$ cat config.mk
export PLATFORM = sky130hd
export DESIGN_NAME = ahb_refill_arbiter
export DESIGN_NICKNAME = d
export VERILOG_FILES = /design/src/rtl/ahb_refill_arbiter.sv
export SDC_FILE = /design/constraint.sdc
export NUM_CORES = 1
export LEC_CHECK = 0
export ABC_AREA = 1
export BUFFER_PORTS_ARGS = -buffer_cell sky130_fd_sc_hd__buf_2
export CELL_PAD_IN_SITES_DETAIL_PLACEMENT = 1
export CELL_PAD_IN_SITES_GLOBAL_PLACEMENT = 2
export CORE_ASPECT_RATIO = 1.2
export CORE_MARGIN = 4
export CORE_UTILIZATION = 24
export CTS_BUF_LIST = sky130_fd_sc_hd__clkbuf_4 sky130_fd_sc_hd__clkbuf_8
export DETAILED_ROUTE_END_ITERATION = 7
export GPL_TIMING_DRIVEN = 0
export PLACE_DENSITY = 0.84
export SLEW_MARGIN = 10
export SYNTH_ARGS = -nofsm -noshare
export SYNTH_HDL_FRONTEND = slang
export SYNTH_SLANG_ARGS = --single-unit
$ cat constraint.sdc
create_clock -name hclk -period 2.1 [get_ports hclk]
set_input_delay 0.21 -clock hclk [delete_from_list [all_inputs] [get_ports hclk]]
set_output_delay 0.21 -clock hclk [all_outputs]
set_load 0.03 [all_outputs]
$ cat src/rtl/ahb_refill_arbiter.sv
// ahb_refill_arbiter: round-robin line-refill arbiter onto one AHB-lite master.
// Optional critical-word-first bursts (WRAP4) when REFILL_CWF_EN is defined.
module ahb_refill_arbiter #(
  parameter int NUM_REQ = 2,
  parameter int ADDR_W  = 32,
  parameter int DATA_W  = 32
) (
  input  logic                      hclk,
  input  logic                      hrst,
  input  logic [NUM_REQ-1:0]        req,
  input  logic [NUM_REQ*ADDR_W-1:0] req_addr,
  output logic [NUM_REQ-1:0]        gnt,
  output logic                      rsp_valid,
  output logic [DATA_W-1:0]         rsp_data,
  output logic [1:0]                rsp_word,
  output logic                      rsp_last,
  output logic                      rsp_err,
  output logic [ADDR_W-1:0]         haddr,
  output logic [1:0]                htrans,
  output logic                      hwrite,
  output logic [2:0]                hsize,
  output logic [2:0]                hburst,
  input  logic [DATA_W-1:0]         hrdata,
  input  logic                      hready,
  input  logic                      hresp
);

  localparam int IW = (NUM_REQ > 1) ? $clog2(NUM_REQ) : 1;

  localparam logic [1:0] TR_IDLE = 2'b00;
  localparam logic [1:0] TR_NSEQ = 2'b10;
  localparam logic [1:0] TR_SEQ  = 2'b11;

`ifdef REFILL_CWF_EN
  localparam logic [2:0] BURST = 3'b010;
`else
  localparam logic [2:0] BURST = 3'b011;
`endif

  typedef enum logic [1:0] {
    S_IDLE,
    S_ADDR,
    S_DATA,
    S_ERR
  } state_t;

  state_t              state_q;
  logic [IW-1:0]       rr_q;
  logic [NUM_REQ-1:0]  gnt_q;
  logic [ADDR_W-1:0]   haddr_q;
  logic [1:0]          htrans_q;
  logic [2:0]          hburst_q;
  logic [1:0]          icnt_q;
  logic [1:0]          bcnt_q;
  logic                dph_q;
  logic [1:0]          dword_q;
  logic                rsp_valid_q;
  logic [DATA_W-1:0]   rsp_data_q;
  logic [1:0]          rsp_word_q;
  logic                rsp_last_q;
  logic                rsp_err_q;

  logic                win_vld;
  logic [IW-1:0]       win_idx;
  logic [ADDR_W-1:0]   win_addr;
  logic [NUM_REQ-1:0]  win_oh;
  logic                err_1st;

  // Round-robin pick: first set req after the last winner
  always_comb begin
    win_vld = 1'b0;
    win_idx = '0;
    for (int k = 1; k <= NUM_REQ; k++) begin
      if (!win_vld && req[(int'(rr_q) + k) % NUM_REQ]) begin
        win_vld = 1'b1;
        win_idx = IW'((int'(rr_q) + k) % NUM_REQ);
      end
    end
  end

`ifdef REFILL_CWF_EN
  assign win_addr = {req_addr[int'(win_idx)*ADDR_W+2 +: ADDR_W-2], 2'b00};
`else
  assign win_addr = {req_addr[int'(win_idx)*ADDR_W+4 +: ADDR_W-4], 4'b0000};
`endif

  assign win_oh = NUM_REQ'(1) << win_idx;

  // First ERROR cycle cancels the pending address in the same cycle
  assign err_1st = (state_q == S_ADDR || state_q == S_DATA) &&
                   dph_q && hresp && !hready;

  assign htrans    = err_1st ? TR_IDLE : htrans_q;
  assign haddr     = haddr_q;
  assign hburst    = hburst_q;
  assign hwrite    = 1'b0;
  assign hsize     = 3'b010;
  assign gnt       = gnt_q;
  assign rsp_valid = rsp_valid_q;
  assign rsp_data  = rsp_data_q;
  assign rsp_word  = rsp_word_q;
  assign rsp_last  = rsp_last_q;
  assign rsp_err   = rsp_err_q;

  // Grant, address issue, pipelined data capture and error abort
  always_ff @(posedge hclk) begin
    if (hrst) begin
      state_q     <= S_IDLE;
      rr_q        <= IW'(NUM_REQ - 1);
      gnt_q       <= '0;
      haddr_q     <= '0;
      htrans_q    <= TR_IDLE;
      hburst_q    <= 3'b010;
      icnt_q      <= '0;
      bcnt_q      <= '0;
      dph_q       <= 1'b0;
      dword_q     <= '0;
      rsp_valid_q <= 1'b0;
      rsp_data_q  <= '0;
      rsp_word_q  <= '0;
      rsp_last_q  <= 1'b0;
      rsp_err_q   <= 1'b0;
    end else begin
      rsp_valid_q <= 1'b0;
      rsp_last_q  <= 1'b0;
      rsp_err_q   <= 1'b0;
      unique case (state_q)
        S_IDLE: begin
          if (win_vld) begin
            gnt_q    <= win_oh;
            rr_q     <= win_idx;
            haddr_q  <= win_addr;
            htrans_q <= TR_NSEQ;
            hburst_q <= BURST;
            icnt_q   <= '0;
            bcnt_q   <= '0;
            dph_q    <= 1'b0;
            state_q  <= S_ADDR;
          end
        end
        S_ADDR, S_DATA: begin
          if (err_1st) begin
            htrans_q <= TR_IDLE;
            state_q  <= S_ERR;
          end else if (hready) begin
            if (dph_q) begin
              rsp_valid_q <= 1'b1;
              rsp_data_q  <= hrdata;
              rsp_word_q  <= dword_q;
              bcnt_q      <= bcnt_q + 2'd1;
              if (bcnt_q == 2'd3) begin
                rsp_last_q <= 1'b1;
                gnt_q      <= '0;
                state_q    <= S_IDLE;
              end
            end
            if (state_q == S_ADDR) begin
              dph_q   <= 1'b1;
              dword_q <= haddr_q[3:2];
              if (icnt_q == 2'd3) begin
                htrans_q <= TR_IDLE;
                state_q  <= S_DATA;
              end else begin
                icnt_q       <= icnt_q + 2'd1;
                haddr_q[3:2] <= haddr_q[3:2] + 2'd1;
                htrans_q     <= TR_SEQ;
              end
            end else begin
              dph_q <= 1'b0;
            end
          end
        end
        S_ERR: begin
          if (hready) begin
            rsp_valid_q <= 1'b1;
            rsp_err_q   <= 1'b1;
            rsp_last_q  <= 1'b1;
            rsp_data_q  <= '0;
            rsp_word_q  <= dword_q;
            gnt_q       <= '0;
            dph_q       <= 1'b0;
            state_q     <= S_IDLE;
          end
        end
        default: state_q <= S_IDLE;
      endcase
    end
  end

endmodule

==> impl_metrics.toml, run 1 <==
[synthesis]
synth.avg_cell_area_um2 = 6.872
ys_seq_area_share_pct = 44.73
synth_edf_count = 0
yosys.area.top_type = "dfxtp_1"
async_flop_share_pct = 0
synth_most_common_cell = "nand2_1"
ys_top_cells_by_count = "nand2_1, dfxtp_1, a21oi_1"
ys_types = 20
synth_cells = 534
syn_area_mm2 = 0.003670
synth_top_area_share_pct = 44.73
ys.warnings.count = 0
synth.area.top_cells = "dfxtp_1, nand2_1, a21oi_1, buf_4, ha_1"
synth_seq_cells = 82
synth-main-ff-cell = "dfxtp_1"

[clock_tree]
insertion_delay_ns = 0.35
cts-root-buf = "clkbuf_8"
cts_max_level = 3
path_clk_slew_ns = 0.10
clock_path_buffers = 2
cts_sinks = 82
cts_tree = "done"
cts_buffers = 9

[timing]
maxSlewHeadroom_pct = 56.36
setup_viol = 0
setup_tns_ns = 0
clock.fmax_ghz = 0.5077
skew_ns = 0.01349
slew_violations = 0
tightest_slew_ns = 0.6547
rsz0062_at_grt = "no"
final-hold-violation-count = 0
post-route-period-util_pct = 93.79
min_period_ns = 1.970

[setup_path]
crit_type = "reg -> out"
path_cells = "inv_1, ha_4, inv_4, nor2_1, nand2_2, inv_2, nor2_2, buf_4"
start_kind = "flip-flop"
crit_path_top_delay_cell = "dfxtp_2"
crit_required_ns = 1.89
cp-end-kind = "output port"
slowest_delay_ns = 0.37
arrival_ns = 1.76
crit_buf_inv = 4
crit_family = "buffers and inverters"
crit_fanout = 7

[detailed_routing]
drt-met1-wl_um = 5128
drt_iter0_drc = 101
wl_met3_um = 1055
via_count = 3975
finalWirelength_um = 12360
wl_met2_um = 6090
top_layer = "met4"
ant_nets = 0
via_per_inst = 4.297
dr.pass1.iters = 4
drc = 0
post_drt_wl_per_cell_um = 13.36

[place]
place_area_mm2 = 0.004773
gp_congestion = 0.7931
dp_hpwl_um = 9950
port_buffers = 165

[layout]
drive_gt1_share_pct = 30.51
n_fill_cell = 1975
register_area_mm2 = 0.001644
multi_input_area_mm2 = 0.001747
diodes = 0
finalCoreUtilization_pct = 33.38
final_cell_area_mm2 = 0.005014
num-nets-final = 825
area_delta_synth_final_pct = 36.62

[grt]
gr-usage-all-layers_pct = 13.89
grt_pass1_vias = 4167
grt_max_degree = 16
antenna_found_initial = 0
grt_pass1_wl_um = 19800
grt_overflow = 0

[floorplanning]
rows = 49
io_pins = 182
die_h_um = 143.5
die_w_um = 120.9
die_area_mm2 = 0.01734
start_util_pct = 24.43
core_mm2 = 0.01502

[status]
status = "finished clean"

[power_and_ir_drop]
ir_drop_mv = 0.3992
power.density_mw_per_mm2 = 1175
power_leakage_nw = 2.512

[flow_run]
maxCapViolations = 0

[min_path]
hp-class = "in -> reg"
path summary, 6_finish.rpt:
path | start | end | slack [ns] | depth (start not counted)
setup / recovery | state_q[1]$_SDFFE_PP0P_ | htrans[0] | 0.13 | 8
hold / removal | hrdata[24] | rsp_data[24]$_SDFFE_PP0P_ | 0.10 | 3
setup reg to reg | state_q[0]$_SDFFE_PP0P_ | haddr[2]$_SDFFE_PP0P_ | 0.37 | 8
hold reg to reg | rsp_data[6]$_SDFFE_PP0P_ | rsp_data[6]$_SDFFE_PP0P_ | 0.46 | 2
registers in the layout (all words and copies together) (netlist names):
| signal | count |
|---|---|
| gnt | 2 |
| dph_q | 1 |
| rr_q | 1 |
| dword_q | 2 |
| bcnt_q | 2 |
| hburst | 1 |
| icnt_q | 2 |
| rsp_data | 32 |
| htrans_q | 2 |
| rsp_valid | 1 |
| haddr | 30 |
| rsp_word | 2 |
| rsp_err | 1 |
| state_q | 2 |
| rsp_last | 1 |
kinds of logic after synthesis:
kind of cell               after synthesis  synth area share (%)
adders and majority gates                7                 2.387
other                                    2                0.2046
buffers and inverters                   59                 8.831
DFF                                     82                 44.73
and+or+nand+nor                        301                 32.46
AOI/OAI and AO/OA                       83                 11.39
routing by layer:
layer	vias to the layer above	GRT usage, %
met3	5	4.685
met2	133	25.59
met1	1810	15.62
met5	-	0
met4	0	2.685
li1	2027	-
final cells by class:
| class | instances | area share [%] |
|---|---|---|
| plain buffers | 36 | 4.742 |
| clock buffers | 10 | 2.745 |
| clock inverters | 6 | 1.447 |
| inverters | 23 | 1.772 |
| multi-input cells | 399 | 34.84 |
| flip-flops and latches | 82 | 32.79 |
| well taps | 204 | 5.091 |
| repair buffers | 165 | 16.57 |
stage by stage:
step | setup slack (ns) | instances | hold WS (ns) | power (W)
floorplan | 0.3095 | 540 | 0.3572 | 0.003865
finish | 0.1304 | 925 | 0.1020 | 0.005890
global route | 0.01246 | 925 | 0.07529 | 0.006387
CTS | 0.02814 | 925 | 0.07599 | 0.005996
global placement | 0.1424 | 909 | 0.4401 | 0.004600
detailed placement | 0.1177 | 909 | 0.4525 | 0.004675
report_power, final:
| group | switching (W) | internal, W | total [W] |
|---|---|---|---|
| sequential | 0.000162 | 0.00184 | 0.00200 |
| clock | 0.000618 | 0.000597 | 0.00122 |
| combinational | 0.00180 | 0.000872 | 0.00268 |
cell usage in the layout (no fill, tap or decap), types with 8 or more instances in the layout:
master and n:
clkbuf_8 10, clkbuf_1 9, inv_1 20, nor2_1 19, nand2_1 254, buf_2 167
nand3_1 16, conb_1 8, dfxtp_1 80, a21oi_1 78, buf_4 22
worst min-delay path, delay by kind of cell:
kind	cells	cell delay [ns]
compound gates	1	0.05
buf+inv	1	0.10
simple gates	1	0.05
timing repair:
item,4_1_cts,5_1_grt
setup buffers,0,0
pin swaps,0,0
hold buffers,0,0
gates resized for setup,9,2
setup endpoints to repair,2,2
No activity file was read; power rests on OpenSTA's default activity.
==> run 2: changes to the inputs <==
==> constraint.sdc (replaced) <==
create_clock -name hclk -period 2.2 [get_ports hclk]
set_input_delay 0.22 -clock hclk [delete_from_list [all_inputs] [get_ports hclk]]
set_output_delay 0.22 -clock hclk [all_outputs]
set_load 0.03 [all_outputs]
==> impl_metrics.toml, run 2 (synthesized netlist as in run 1, its figures left out) <==
[min_path]
min_path_cells = 3
hp-class = "in -> reg"
worst_hold_startpoint = "hrdata[24]"
holdPathEnd = "rsp_data[24]$_SDFFE_PP0P_"

[timing]
setup_viol = 0
rsz0062_at_grt = "no"
final-hold-violation-count = 0
clock.fmax_ghz = 0.4931
setup_tns_ns = 0
tightest_slew_ns = 0.6600
min_period_ns = 2.028
skew_ns = 0.01198
post-route-period-util_pct = 92.17
whs_ns = 0.1126
maxSlewHeadroom_pct = 56.00
slew_violations = 0

[setup_path]
crit_required_ns = 1.98
ff2ff_setup_slack_ns = 0.47
crit_type = "reg -> out"
path_cells = "inv_1, ha_4, inv_4, nor2_1, nand2_2, inv_1, nor2_1, buf_4"
cp-end-kind = "output port"
crit_family = "buffers and inverters"
crit_buf_inv = 4
arrival_ns = 1.81
start_kind = "flip-flop"
reg2reg_to = "haddr[2]$_SDFFE_PP0P_"
crit_path_top_delay_cell = "dfxtp_2"
cp_num_cells = 8
slowest_delay_ns = 0.38
r2r_cells = 8
crit_fanout = 7
timing.rr.start = "state_q[0]$_SDFFE_PP0P_"

[layout]
area_delta_synth_final_pct = 36.55
largest_reg_flops = 32
num-nets-final = 825
final_cell_mix = "nand2_1, buf_2, dfxtp_1"
drive_gt1_share_pct = 30.24
layout.cells.non_filler = 925
diodes = 0
final_common_cell = "nand2_1"
n_fill_cell = 1976

[status]
status = "finished clean"

[floorplanning]
io_pins = 182
die_area_mm2 = 0.01734
rows = 49
start_util_pct = 24.43
die_h_um = 143.5
die_w_um = 120.9
core_mm2 = 0.01502

[place]
dp_hpwl_um = 9950
port_buffers = 165
numPlacedInstances = 909
gp_congestion = 0.7931

[clock_tree]
path_clk_slew_ns = 0.10
cts-root-buf = "clkbuf_8"
clock_path_buffers = 2
cts_tree = "done"
insertion_delay_ns = 0.35
cts_sinks = 82
hold_buffers = 0
cts_buffers = 9
cts_max_level = 3

[grt]
grt_pass1_wl_um = 19730
antenna_found_initial = 0
grt_overflow = 0
gr-usage-all-layers_pct = 13.84
grt_pass1_vias = 4170
grt_max_degree = 16

[detailed_routing]
dr.pass1.iters = 4
via_per_inst = 4.302
drt_iter0_drc = 96
via_count = 3979
drc = 0
finalWirelength_um = 12340
ant_nets = 0
post_drt_wl_per_cell_um = 13.34

[flow_run]
maxCapViolations = 0

[power_and_ir_drop]
power.density_mw_per_mm2 = 1121
ir_drop_mv = 0.3820
power_leakage_nw = 2.515
[run 2: cell types whose count changed in the layout (fill, tap and decap cells not counted)]
cell    delta
inv_2      -1
inv_1      +1
nor2_1     +1
nor2_2     -1
[run 2: area by class of cell]
cell class / count / area, µm² / area share [%]
Multi-Input combinational cell: 399 / 1744 / 34.81
Sequential cell: 82 / 1644 / 32.81
Timing Repair Buffer: 165 / 830.8 / 16.58
Tap cell: 204 / 255.2 / 5.094
Buffer: 36 / 237.7 / 4.744
Clock buffer: 10 / 137.6 / 2.747
Inverter: 23 / 88.84 / 1.773
Clock inverter: 6 / 72.57 / 1.448
[run 2: how the worst max path moves through the flow]
stage,start,end,slack (ns)
after floorplan,state_q[0]$_SDFFE_PP0P_,htrans[0],0.40
after global placement,state_q[0]$_SDFFE_PP0P_,htrans[0],0.23
after detailed placement,state_q[0]$_SDFFE_PP0P_,htrans[0],0.21
after CTS,state_q[1]$_SDFFE_PP0P_,htrans[1],0.005
after global routing,state_q[0]$_SDFFE_PP0P_,htrans[1],0.04
final,state_q[1]$_SDFFE_PP0P_,htrans[1],0.17
[run 2: power breakdown]
part / switching (W) / leakage [nW] / internal [W]
logic: 0.00172 / 1.74 / 0.000831
clock network: 0.000590 / 0.109 / 0.000570
registers: 0.000155 / 0.669 / 0.00175
total: 0.00246 / 2.51 / 0.00315
[run 2: stage by stage]
stage	setup slack (ns)	area, µm²	util (%)	power, W
2_1_floorplan	0.3995	3692	-	0.003690
3_3_place_gp	0.2324	4773	31.78	0.004390
3_5_place_dp	0.2077	4773	31.78	0.004463
4_1_cts	0.005377	4996	33.26	0.005685
5_1_grt	0.04182	5011	33.36	0.006093
6_report	0.1722	5011	33.36	0.005618
[run 2: per-layer routing]
| layer | global-route usage (%) | share of wire (%) | vias up |
|---|---|---|---|
| met5 | 0 | 0 | - |
| met4 | 2.685 | 0.66 | 0 |
| met3 | 4.685 | 8.2 | 5 |
| met2 | 25.38 | 50 | 128 |
| met1 | 15.62 | 41 | 1818 |
| li1 | - | - | 2028 |
[run 2: timing repair]
item                                    in CTS  in global routing
gates resized for setup                      6                  3
endpoints found under the setup margin       2                  2
buffers inserted                             0                  0
[run 2: worst register-to-register path, stage by stage (launching register included)]
cell     delay, ns
dfxtp_2       0.39
inv_1         0.11
ha_4          0.28
nand2_1       0.14
nand2_1       0.07
nor2_1        0.28
nand2_1       0.18
nand2_1       0.09
a21oi_1       0.06
==> run 3: changes to the inputs <==
--- a/config.mk
+++ b/config.mk
@@ -11,12 +11,11 @@
 export CELL_PAD_IN_SITES_GLOBAL_PLACEMENT = 2
 export CORE_ASPECT_RATIO = 1.2
 export CORE_MARGIN = 4
-export CORE_UTILIZATION = 24
-export CTS_BUF_LIST = sky130_fd_sc_hd__clkbuf_4 sky130_fd_sc_hd__clkbuf_8
+export CORE_UTILIZATION = 23
 export DETAILED_ROUTE_END_ITERATION = 7
 export GPL_TIMING_DRIVEN = 0
-export PLACE_DENSITY = 0.84
-export SLEW_MARGIN = 10
+export MAX_ROUTING_LAYER = met4
+export PLACE_DENSITY = 0.81
 export SYNTH_ARGS = -nofsm -noshare
 export SYNTH_HDL_FRONTEND = slang
 export SYNTH_SLANG_ARGS = --single-unit
==> impl_metrics.toml, run 3 (synthesized netlist as in run 1, its figures left out) <==
[timing]
final-hold-violation-count = 0
post-route-period-util_pct = 92.82
timing.final.ws_setup_ns = 0.1579
setup_tns_ns = 0
maxSlewHeadroom_pct = 55.76
clock.fmax_ghz = 0.4897
setup_viol = 0
tightest_slew_ns = 0.6635
slew_violations = 0
rsz0062_at_grt = "no"
min_period_ns = 2.042
skew_ns = 0.009047

[setup_path]
crit_type = "reg -> out"
crit_family = "buffers and inverters"
start_kind = "flip-flop"
slowest_delay_ns = 0.39
crit_fanout = 7
cp-end-kind = "output port"
crit_path_top_delay_cell = "dfxtp_1"
path_cells = "inv_1, ha_4, inv_4, nor2_1, nand2_1, inv_1, nor2_1, buf_4"
arrival_ns = 1.82
ff2ff_setup_slack_ns = 0.45
crit_required_ns = 1.98
crit_buf_inv = 4

[power_and_ir_drop]
sequentialPowerShare_pct = 32.0
finalPower_w = 0.005984
ir_drop_mv = 0.3808
p_sw_share_pct = 41.91
p_sw_w = 0.002508
clkPwrFrac_pct = 25.7
power_leakage_nw = 2.546
power.density_mw_per_mm2 = 1173
pwr-share-comb_pct = 42.3
internal_power_w = 0.003476

[clock_tree]
path_clk_slew_ns = 0.07
clock_path_buffers = 2
cts_max_level = 3
hold_buffers = 0
cts_sinks = 82
cts-root-buf = "clkbuf_16"
cts_tree = "done"
cts_buffers = 9
insertion_delay_ns = 0.34

[detailed_routing]
drc = 0
finalWirelength_um = 12410
dr.pass1.iters = 4
post_drt_wl_per_cell_um = 13.36
via_per_inst = 4.239
drt_iter0_drc = 92
via_count = 3938
ant_nets = 0

[grt]
grt_max_degree = 16
grt_overflow = 0
antenna_found_initial = 0
grt_pass1_wl_um = 19780
gr-usage-all-layers_pct = 14.00
grt_pass1_vias = 4114

[floorplanning]
start_util_pct = 23.46
die_area_mm2 = 0.01805
io_pins = 182
die_w_um = 123.3
die_h_um = 146.4
core_mm2 = 0.01564
rows = 50

[layout]
drive_gt1_share_pct = 29.68
area_delta_synth_final_pct = 39.04
final_cell_mix = "nand2_1, buf_2, dfxtp_1"
diodes = 0
largest_reg_flops = 32
num-nets-final = 825
final_common_cell = "nand2_1"

[min_path]
hp-class = "in -> reg"

[place]
gp_congestion = 0.8208
port_buffers = 165
dp_hpwl_um = 10080
dpl_worst_slack_ns = 0.2271

[flow_run]
maxCapViolations = 0

[status]
status = "finished clean"
## run 3: changes by cell type in the layout (fill, tap and decap cells not counted)
| cell | change |
|---|---|
| clkbuf_8 | -10 |
| clkbuf_16 | +9 |
| clkinvlp_4 | +2 |
| clkbuf_1 | +1 |
| clkinv_2 | -1 |
| clkinv_4 | -1 |
| dfxtp_1 | +1 |
| dfxtp_2 | -1 |
| nand2_1 | +1 |
| nand2_2 | -1 |
| nor2_1 | +1 |
| nor2_2 | -1 |
## run 3: worst register-to-register path, delay by kind of cell (launching register included)
kind / cells / cell delay (ns)
and+or+nand+nor: 3 / 0.27
DFF: 1 / 0.39
buffers and inverters: 2 / 0.31
AOI/OAI and AO/OA: 2 / 0.30
adders and majority gates: 1 / 0.34
## run 3: layout make-up
class	instances	area, µm²
tap	208	260.3
sequential	82	1643
timing repair buffer	165	830.8
multi-input combinational	399	1739
fill	2051	10540
clock buffer	10	229.0
clock inverter	6	73.82
buffer	36	237.7
inverter	23	88.84
## run 3: per-layer routing
metal / up-vias / global-route usage [%] / wire length (µm)
met5: - / - / 0
met4: 0 / 2.825 / 95
met3: 8 / 4.301 / 1002
met2: 135 / 23.84 / 6201
met1: 1765 / 16.15 / 5111
li1: 2030 / - / -
## run 3: per-stage QoR
step	instances	hold WS, ns	area, µm²	util (%)
2_1_floorplan	540	0.3672	3692	-
3_3_place_gp	913	0.4425	4778	30.55
3_5_place_dp	913	0.4456	4778	30.55
4_1_cts	929	0.1173	5092	32.56
5_1_grt	929	0.1367	5102	32.62
6_report	929	0.1278	5102	32.62
## run 3: timing repair
| item | 4_1_cts | 5_1_grt |
|---|---|---|
| setup endpoints to repair | 2 | 2 |
| gates cloned | 0 | 0 |
| resized for setup | 5 | 1 |
| buffers inserted | 0 | 0 |
## run 3: path summary, 6_finish.rpt
path,startpoint,to,cells past startpoint
min,hrdata[27],rsp_data[27]$_SDFFE_PP0P_,3
max,state_q[1]$_SDFFE_PP0P_,htrans[0],8
min reg2reg,htrans_q[0]$_SDFFE_PP0P_,htrans_q[0]$_SDFFE_PP0P_,2
max reg2reg,state_q[1]$_SDFFE_PP0P_,bcnt_q[1]$_SDFFE_PP0P_,8
## run 3: power by group through the flow
stage / Combinational (W) / Clock, W / Sequential (W)
after detailed placement: 0.00252 / 0 / 0.00195
final: 0.00253 / 0.00154 / 0.00192
after CTS: 0.00255 / 0.00160 / 0.00192
after global placement: 0.00247 / 0 / 0.00193
after global routing: 0.00285 / 0.00166 / 0.00195
after floorplan: 0.00139 / 0 / 0.00230
